$ cat config.mk
export PLATFORM = sky130hd
export DESIGN_NAME = alu_frame_rx
export DESIGN_NICKNAME = d
export VERILOG_FILES = /design/src/rtl/alu_frame_rx.sv
export SDC_FILE = /design/constraint.sdc
export NUM_CORES = 1
export LEC_CHECK = 0
export CAP_MARGIN = 20
export CORE_MARGIN = 4
export CORE_UTILIZATION = 44
export CTS_CLUSTER_DIAMETER = 200
export DETAILED_ROUTE_END_ITERATION = 16
export PLACE_DENSITY = 0.77
export REMOVE_ABC_BUFFERS = 1
export SLEW_MARGIN = 20
export SYNTH_ARGS = -nofsm -noshare
export SYNTH_HDL_FRONTEND = slang
export SYNTH_SLANG_ARGS = --single-unit
$ cat constraint.sdc
create_clock -name CLK -period 1.75 [get_ports CLK]
set_clock_uncertainty 0.1 [all_clocks]
set_input_delay 0.35 -clock CLK [delete_from_list [all_inputs] [get_ports CLK]]
set_output_delay 0.35 -clock CLK [all_outputs]
set_load 0.01 [all_outputs]
$ cat src/rtl/alu_frame_rx.sv
`default_nettype none
// ============================================================================
//  Module   : alu_frame_rx
//  Purpose  : Deserialising receiver for the 56-bit ALU state frame carried
//             on the S_CLK / S_DATA / S_RESET shift link. Synchronises the
//             link into the CLK domain, reassembles frames LSB-first,
//             validates framing and presents decoded fields with a strobe.
//  Options  : ALU_FRAME_CHECK_EN - when defined, a Hack-ALU model recomputes
//             the result from the received operands/controls and drives
//             check_fail; otherwise check_fail is tied low.
//  Revision : 1.0 - initial release
// ============================================================================
module alu_frame_rx #(
   parameter int SYNC_STAGES    = 2,
   parameter int TIMEOUT_CYCLES = 12000
) (
   input  logic        CLK,
   input  logic        RST_N,
   input  logic        S_CLK,
   input  logic        S_DATA,
   input  logic        S_RESET,
   output logic [15:0] x,
   output logic [15:0] y,
   output logic [15:0] out,
   output logic        zx,
   output logic        nx,
   output logic        zy,
   output logic        ny,
   output logic        f,
   output logic        no,
   output logic        ng,
   output logic        zr,
   output logic        frame_valid,
   output logic        frame_err,
   output logic [7:0]  frame_count,
   output logic        check_fail
);

   localparam int         TW        = $clog2(TIMEOUT_CYCLES + 1);
   localparam logic [TW-1:0] IDLE_LAST = TW'(TIMEOUT_CYCLES - 1);
   localparam logic [5:0] FRAME_BITS = 6'd56;
   localparam logic [5:0] CNT_SAT    = 6'd57;

   typedef enum logic [1:0] {
      HUNT  = 2'd0,
      ARM   = 2'd1,
      SHIFT = 2'd2
   } state_t;

   state_t state, state_nxt;

   logic [SYNC_STAGES-1:0] sclk_sync, sdata_sync, srst_sync;
   logic                   sclk_d, srst_d;
   logic                   sclk_rise, srst_rise, data_smp;
   logic                   srst_lvl;

   logic [55:0]   sr;
   logic [5:0]    bit_cnt;
   logic [TW-1:0] idle;

   logic do_shift, do_latch, do_err;
   logic mism;

   assign srst_lvl = srst_sync[SYNC_STAGES-1];

   // Multi-flop synchronisers for the three asynchronous link wires
   always_ff @(posedge CLK or negedge RST_N) begin
      if (!RST_N) begin
         sclk_sync  <= '0;
         sdata_sync <= '0;
         srst_sync  <= '0;
      end else begin
         sclk_sync  <= {sclk_sync[SYNC_STAGES-2:0], S_CLK};
         sdata_sync <= {sdata_sync[SYNC_STAGES-2:0], S_DATA};
         srst_sync  <= {srst_sync[SYNC_STAGES-2:0], S_RESET};
      end
   end

   // Registered rising-edge detection; data captured alongside the S_CLK edge
   always_ff @(posedge CLK or negedge RST_N) begin
      if (!RST_N) begin
         sclk_d    <= 1'b0;
         srst_d    <= 1'b0;
         sclk_rise <= 1'b0;
         srst_rise <= 1'b0;
         data_smp  <= 1'b0;
      end else begin
         sclk_d    <= sclk_sync[SYNC_STAGES-1];
         srst_d    <= srst_sync[SYNC_STAGES-1];
         sclk_rise <= sclk_sync[SYNC_STAGES-1] & ~sclk_d;
         srst_rise <= srst_sync[SYNC_STAGES-1] & ~srst_d;
         data_smp  <= sdata_sync[SYNC_STAGES-1];
      end
   end

   // FSM state register
   always_ff @(posedge CLK or negedge RST_N) begin
      if (!RST_N) state <= HUNT;
      else        state <= state_nxt;
   end

   // FSM next state and datapath strobes; a boundary outranks a coincident bit
   always_comb begin
      state_nxt = state;
      do_shift  = 1'b0;
      do_latch  = 1'b0;
      do_err    = 1'b0;
      case (state)
         HUNT: begin
            if (srst_lvl) state_nxt = ARM;
         end
         ARM: begin
            if (!srst_lvl) state_nxt = SHIFT;
         end
         SHIFT: begin
            if (srst_rise) begin
               state_nxt = ARM;
               if (bit_cnt == FRAME_BITS) do_latch = 1'b1;
               else                       do_err   = 1'b1;
            end else if (sclk_rise) begin
               do_shift = 1'b1;
            end else if (idle == IDLE_LAST) begin
               do_err    = 1'b1;
               state_nxt = HUNT;
            end
         end
         default: state_nxt = HUNT;
      endcase
   end

   // Shift register, saturating bit counter and idle timer
   always_ff @(posedge CLK or negedge RST_N) begin
      if (!RST_N) begin
         sr      <= '0;
         bit_cnt <= '0;
         idle    <= '0;
      end else if (state != SHIFT) begin
         bit_cnt <= '0;
         idle    <= '0;
      end else if (do_shift) begin
         sr   <= {data_smp, sr[55:1]};
         idle <= '0;
         if (bit_cnt != CNT_SAT) bit_cnt <= bit_cnt + 6'd1;
      end else begin
         idle <= idle + TW'(1);
      end
   end

   // Field latch, strobes and frame counter
   always_ff @(posedge CLK or negedge RST_N) begin
      if (!RST_N) begin
         frame_valid <= 1'b0;
         frame_err   <= 1'b0;
         frame_count <= '0;
         x   <= '0;
         y   <= '0;
         out <= '0;
         {zx, nx, zy, ny, f, no, ng, zr} <= '0;
      end else begin
         frame_valid <= do_latch;
         frame_err   <= do_err;
         if (do_latch) begin
            frame_count <= frame_count + 8'd1;
            x   <= sr[55:40];
            y   <= sr[39:24];
            out <= sr[23:8];
            {zx, nx, zy, ny, f, no, ng, zr} <= sr[7:0];
         end
      end
   end

`ifdef ALU_FRAME_CHECK_EN
   logic [15:0] ax, ay, ares;

   // Hack-ALU reference computed from the frame currently in the shift register
   always_comb begin
      ax = sr[7] ? 16'h0000 : sr[55:40];
      if (sr[6]) ax = ~ax;
      ay = sr[5] ? 16'h0000 : sr[39:24];
      if (sr[4]) ay = ~ay;
      ares = sr[3] ? (ax + ay) : (ax & ay);
      if (sr[2]) ares = ~ares;
      mism = (ares != sr[23:8]) || (sr[0] != (ares == 16'h0000)) || (sr[1] != ares[15]);
   end

   // check_fail updates together with the latched fields
   always_ff @(posedge CLK or negedge RST_N) begin
      if (!RST_N)        check_fail <= 1'b0;
      else if (do_latch) check_fail <= mism;
   end
`else
   assign mism       = 1'b0;
   assign check_fail = mism;
`endif

endmodule
`default_nettype wire

==> results.py, run 1 <==
metrics = {
    "clock_tree": {
        "ctsRootBufferMaster": "clkbuf_16",
        "clkSlewWorstSetupHoldPaths_ns": 0.06,
        "h-tree-depth": 4,
        "clock-sinks": 155,
        "cts_tree": "built",
        "numCtsBuffers": 17,
        "cts_buffer_depth": 2,
        "clk_latency_ns": 0.42,
    },
    "synth": {
        "synth.distinct_cells": 37,
        "syn_inst": 393,
        "synth-main-ff-cell": "dfrtp_1",
        "ys_ff_latch": 155,
        "ys_async_sr_fraction": 1.00,
        "synth_top_area_frac": 0.648,
        "synthTopCellsByArea": "dfrtp_1, mux2_2, xnor2_1",
        "yosys_warnings": 0,
        "ys_seq_area_frac": 0.648,
        "syn_avg_cell_area_sq_um": 15.2,
        "yosysTopAreaCell": "dfrtp_1",
        "synth_edf_count": 0,
        "synth_area_sq_mm": 0.00599,
    },
    "timing": {
        "worst_slack_ns": -0.0245,
        "fin_crit_sh": 1.01,
        "max_freq_ghz": 0.564,
        "rsz0062_at_grt": "true",
        "hold_viol": 0,
        "fin_setup_tns_ns": -0.208,
        "setup_viol": 20,
        "layout_min_cycle_time_ns": 1.77,
        "maxSlewViolCount": 0,
    },
    "global_routing": {
        "grtUsageTotal": 0.151,
        "antenna_found_initial": 0,
        "grt_max_degree": 55,
        "grt_pass1_vias": 3749,
        "overflow": 0,
        "grt_pass1_wl_um": 18800,
    },
    "detailed_routing": {
        "wl_per_cell_um": 16.4,
        "wirelength_um": 11200,
        "dr.pass1.iters": 4,
        "avgViaCountPerCell": 5.05,
        "postRouteAntennaNets": 0,
        "drcViolationCount": 0,
        "via_count": 3437,
        "drt_iter0_markers": 146,
    },
    "final_layout": {
        "num-fill-cells": 1012,
        "drive_above_1_share": 0.360,
        "layout_common_cells": "dfrtp_1, mux2_2, dlygate4sd2_1, mux2_4, clkbuf_16",
        "final_area_sq_mm": 0.00788,
        "diodes": 0,
        "syn_to_final_growth_pct": 31.5,
        "final_common_cell": "dfrtp_1",
        "post-route-util": 0.592,
        "nets": 503,
        "final_cells": 681,
    },
    "power": {
        "p_leak_nw": 4.06,
        "p_total_w": 0.00819,
        "ir_drop_v": 0.000622,
        "power_density_mw_per_mm2": 1040,
    },
    "floorplanning": {
        "die-area_sq_mm": 0.0155,
        "start_util": 0.450,
        "core_area_sq_mm": 0.0133,
        "die_w_um": 125,
        "die_y_um": 125,
        "rows": 42,
        "pin_count": 72,
    },
    "critical_path": {
        "crit_family": "flip-flops",
        "endpoint": "y[12]",
        "worst-path-max-fanout": 7,
        "cpMaxStageDelayCell": "dfrtp_1",
        "r2r-start": "bit_cnt[0]",
        "path_cells": "inv_1 > ha_2 > and4_4 > buf_12 > clkbuf_16 > mux2_4",
        "r2r_cells": 6,
        "crit_required_ns": 1.96,
        "cp.depth": 6,
        "critPathMaxStageDelay_ns": 0.38,
        "cp-end-kind": "register",
        "cp-start-kind": "register",
        "path_buf_inv": 3,
        "r2r_slack_ns": -0.02,
        "critPathLaunch": "bit_cnt[0]",
        "critical_path_class": "reg -> reg",
        "worstPathArrival_ns": 1.98,
        "reg2reg_to": "y[12]",
    },
    "min_path": {
        "hold_path.class": "reg -> reg",
    },
    "place": {
        "dp_hpwl_um": 6820,
        "placed_cell_area_sq_mm": 0.00698,
        "numPortBuffers": 70,
        "dp_cells": 639,
        "place.gp.congestion": 0.736,
    },
    "outcome": {
        "violations": "setup timing",
        "outcome": "finished with violations",
    },
    "run": {
        "cap_violations": 0,
    },
}
[synth_stat cells (2+ instances only)]
cell       number
ha_1            5
mux2_2        113
nand2_1         9
nor2_1         17
nand4_1         9
buf_2           4
nor2b_1         3
xor2_1         10
and3_1          3
and4_1          3
dfrtp_1       155
nand2b_1        3
inv_1           5
o21ai_0         3
xnor2_1        11
buf_4           6
a21oi_1         4
buf_6           5
o2111ai_1       2
nand3_1         6
[final cells by class]
type	count	area, sq um	area share
Sequential cell	155	3880	0.493
Clock buffer	20	467	0.0593
Tap cell	176	220	0.0280
Multi-Input combinational cell	216	2050	0.260
Timing Repair Buffer	98	1030	0.131
Clock inverter	11	214	0.0272
Inverter	5	18.8	0.00238
[power breakdown]
| group | leakage (nW) | internal [W] | total, W | switching (W) |
|---|---|---|---|---|
| sequential | 2.13 | 0.00365 | 0.00369 | 0.0000392 |
| clock | 0.329 | 0.00278 | 0.00420 | 0.00142 |
| combinational | 1.60 | 0.000124 | 0.000303 | 0.000179 |
| total | 4.06 | 0.00655 | 0.00819 | 0.00164 |
[worst min-delay path by stage]
stage / from / end / slack (ns) / cells past startpoint
6_report: sdata_sync[0] / sdata_sync[1] / 0.25 / 0
5_1_grt: sdata_sync[0] / sdata_sync[1] / 0.25 / 0
4_1_cts: sdata_sync[0] / sdata_sync[1] / 0.25 / 0
3_5_place_dp: RST_N / y[14] / 0.17 / 1
3_3_place_gp: RST_N / y[13] / 0.17 / 1
2_1_floorplan: RST_N / bit_cnt[0] / -0.05 / 0
[routing by layer]
| metal | part of all wire | vias up | GRT usage | wire length, um |
|---|---|---|---|---|
| li1 | - | 1596 | - | - |
| met3 | 0.049 | 12 | 0.0536 | 544 |
| met4 | 0.017 | 0 | 0.0625 | 193 |
| met1 | 0.45 | 1759 | 0.188 | 5050 |
| met2 | 0.48 | 70 | 0.241 | 5370 |
| met5 | 0 | - | 0 | 0 |
[per-stage QoR]
stage	hold WS (ns)	setup slack (ns)
after floorplan	-0.0456	-1.94
after global placement	0.170	0.0528
after detailed placement	0.175	0.0152
after CTS	0.248	-0.105
after global routing	0.253	-0.0805
final	0.247	-0.0245
[cell families (layout without fill, tap and decap cells)]
group | Yosys count | in the layout | synth area share
flops | 155 | 155 | 0.648
mux | 113 | 113 | 0.212
simple gates | 61 | 61 | 0.0547
buf+inv | 22 | 134 | 0.0265
xor+xnor | 21 | 21 | 0.0307
compound gates | 15 | 15 | 0.0167
fa+ha+maj | 5 | 5 | 0.0104
other cells | 1 | 1 | 0.000626
[registers in the layout, summed over array words and instances, names as in the netlist, 2 cells and up]
name         flops
sr              56
out             16
x               16
y               16
idle            14
frame_count      8
bit_cnt          6
sclk_sync        2
sdata_sync       2
srst_sync        2
state            2
[timing repair]
action | CTS | global route
gates cloned | 2 | 3
setup buffers | 1 | 4
hold buffers | 1 | 0
pin swaps | 1 | 5
gates resized for setup | 66 | 29
endpoints found under the hold margin | 35 | 0
endpoints found under the setup margin | 70 | 68
(Power assumes the default switching activity.)
==> inputs of run 2 (changes only) <==
--- a/config.mk
+++ b/config.mk
@@ -9,6 +9,7 @@
 export CORE_MARGIN = 4
 export CORE_UTILIZATION = 44
 export CTS_CLUSTER_DIAMETER = 200
+export CTS_CLUSTER_SIZE = 8
 export DETAILED_ROUTE_END_ITERATION = 16
 export PLACE_DENSITY = 0.77
 export REMOVE_ABC_BUFFERS = 1
==> results of run 2 <==
Final layout, timing and power as in run 1 (identical DEF).
==> RTL change: new RTL, flow settings as in run 1 <==
Put one more register stage on the output `frame_count`. The value now appears one clock later. The other outputs are not delayed to match.
--- a/src/rtl/alu_frame_rx.sv
+++ b/src/rtl/alu_frame_rx.sv
@@ -48,4 +48,6 @@
    } state_t;
 
+   logic [7:0] frame_count_s0;
+
    state_t state, state_nxt;
 
@@ -152,5 +154,5 @@
          frame_valid <= 1'b0;
          frame_err   <= 1'b0;
-         frame_count <= '0;
+         frame_count_s0 <= '0;
          x   <= '0;
          y   <= '0;
@@ -161,5 +163,5 @@
          frame_err   <= do_err;
          if (do_latch) begin
-            frame_count <= frame_count + 8'd1;
+            frame_count_s0 <= frame_count_s0 + 8'd1;
             x   <= sr[55:40];
             y   <= sr[39:24];
@@ -194,4 +196,8 @@
 `endif
 
+   always_ff @(posedge CLK) begin
+      frame_count <= frame_count_s0;
+   end
+
 endmodule
 `default_nettype wire
Behaviour: no difference found for any inputs over 10 cycles, from zero or initial values and one cycle with RST_N low; that may be too few to reach the edited logic, so the function may still have changed.
==> RTL change against run 1 <==
  * Synthesized cell count up 2.0%
  * Count of clock-buffer cells in the layout stayed put
  * Wire length is 0.86% lower
  * Setup slack better by 0.035 ns
  * Critical path depth is 2 lower
  * Utilization down 1.3 points
  * Fmax up 2.0%
  * Sequential cell count grew 8
  * Non-clock buffer count shrank 4
  * Final area is 0.99% lower
  * Sequential power up 5%
  * Synthesized area is 2.7% higher
  * Total power shrank 1.7%
  * Largest cell class unchanged
==> RTL change: results (changes against run 1) <==
metric,value,unit,change
regMostFlops,sr,,
clockBufferDepth,2,,unchanged
wl_met1,4922,um,-2.5%
vias,3451,,+0.41%
clk_pin_slew,0.06,ns,about the same
synthFlopType,dfrtp_1,,
grt-busiest-layer,met2,,
timing.hold.ws,0.2480,ns,+0.0008750 ns
rr_worst_depth,4,,-2
netlist_top_cells_count,"dfrtp_1, mux2_2, nor2_1",,
ir_drop,0.0006618,V,+6.4%
leakage,4.024,nW,-0.94%
synthArstFlopShare,95.09,%,-4.9 points
drt-total-wl,11060,um,-0.86%
crit_fanout,15,,+8
seq_area_frac_synth,65.69,%,+0.92 points
r2r_start,bit_cnt[2],,
grt_pass1_wl,18440,um,-1.9%
routed-wl-met3,510,um,-6.3%
grt.met1_usage,17.82,%,-0.97 points
gp_congestion,0.7884,,+7.1%
place_area,7183,um^2,+2.9%
drive_above_1_share,33.73,%,-2.3 points
drt_iter0_drc,219,,+50%
outcome,completed,,
largest_reg_flops,56,,unchanged
yosysUniqueCellTypes,38,,+2.7%
hpwl,6942,um,+1.9%
antenna_found_initial,0,,unchanged
final_nets,507,,+0.80%
crit_family,simple AND/OR/NAND/NOR gates,,
critPathArrivalTime,1.94,ns,-0.04 ns
r2r_slack,0.01,ns,+0.04 ns
worstSetupPathType,flop to flop,,
rr_endpoint,out[9],,
yosys-top-cells-area,"dfrtp_1, mux2_2, dfxtp_1",,
clk_latency,0.42,ns,about the same
gr-usage-all-layers,14.47,%,-0.65 points
setup_viol,0,,-100%
use_met2,23.51,%,-0.60 points
wl_met2,5523,um,+2.9%
grtUsageMet3,5.843,%,+0.48 points
cts-buffers-inserted,17,,unchanged
grt_pass1_vias,3731,,-0.48%
port_buffers,70,,unchanged
grt_max_degree,38,,-31%
dr.pass1.iters,4,,unchanged
cts-htree-levels,4,,unchanged
[RTL change: cell types whose count changed in the layout (fill, tap and decap cells not counted), moves of 2 or more]
cell,before,now
clkbuf_1,0,2
clkbuf_8,3,1
mux2_4,20,0
clkinv_4,0,2
mux2_2,93,113
bufinv_16,6,4
buf_16,2,0
clkbuf_16,20,18
dlygate4sd2_1,65,57
dfxtp_1,0,8
clkdlybuf4s50_1,3,10
[RTL change: cells by family after synthesis]
kind of cell	after synthesis	share of synthesized area, %
AO/OA/AOI/OAI	15	1.628
multiplexers	113	20.70
other	1	0.06099
adder cells (fa/ha/maj)	5	1.018
flip-flops	163	65.69
buffers and inverters	22	2.584
XOR/XNOR	21	2.991
AND/OR/NAND/NOR	61	5.332
[RTL change: where the power goes]
group,switching (mW),leakage [nW],internal (mW)
Combinational,0.182,1.52,0.128
Sequential,0.0387,2.20,3.83
Clock,1.45,0.305,2.43
[RTL change: repair_timing]
| item | 4_1_cts | 5_1_grt |
|---|---|---|
| endpoints found under the setup margin | 57 | 44 |
| gates cloned | 0 | 1 |
| endpoints found under the hold margin | 32 | 0 |
| buffers inserted | 0 | 1 |
| pin swaps | 0 | 1 |
| hold buffers | 1 | 0 |
| resized for setup | 57 | 7 |
[RTL change: final cells by class]
type	instances	area (um^2)
Sequential cell	163	4040
Multi-Input combinational cell	216	1958
Timing Repair Buffer	94	935.9
Inverter	5	18.77
Tap cell	176	220.2
Clock inverter	12	177.7
Fill cell	1114	5655
Clock buffer	20	446.7
[RTL change: metrics by stage]
stage / setup TNS [ns] / instances / worst slack [ns]
6_report: 0 / 686 / 0.01059
5_1_grt: -0.5830 / 686 / -0.03207
4_1_cts: 0 / 684 / 0.0006732
3_5_place_dp: 0 / 651 / 0.009479
3_3_place_gp: 0 / 651 / 0.05123
2_1_floorplan: -126.03 / 384 / -1.938
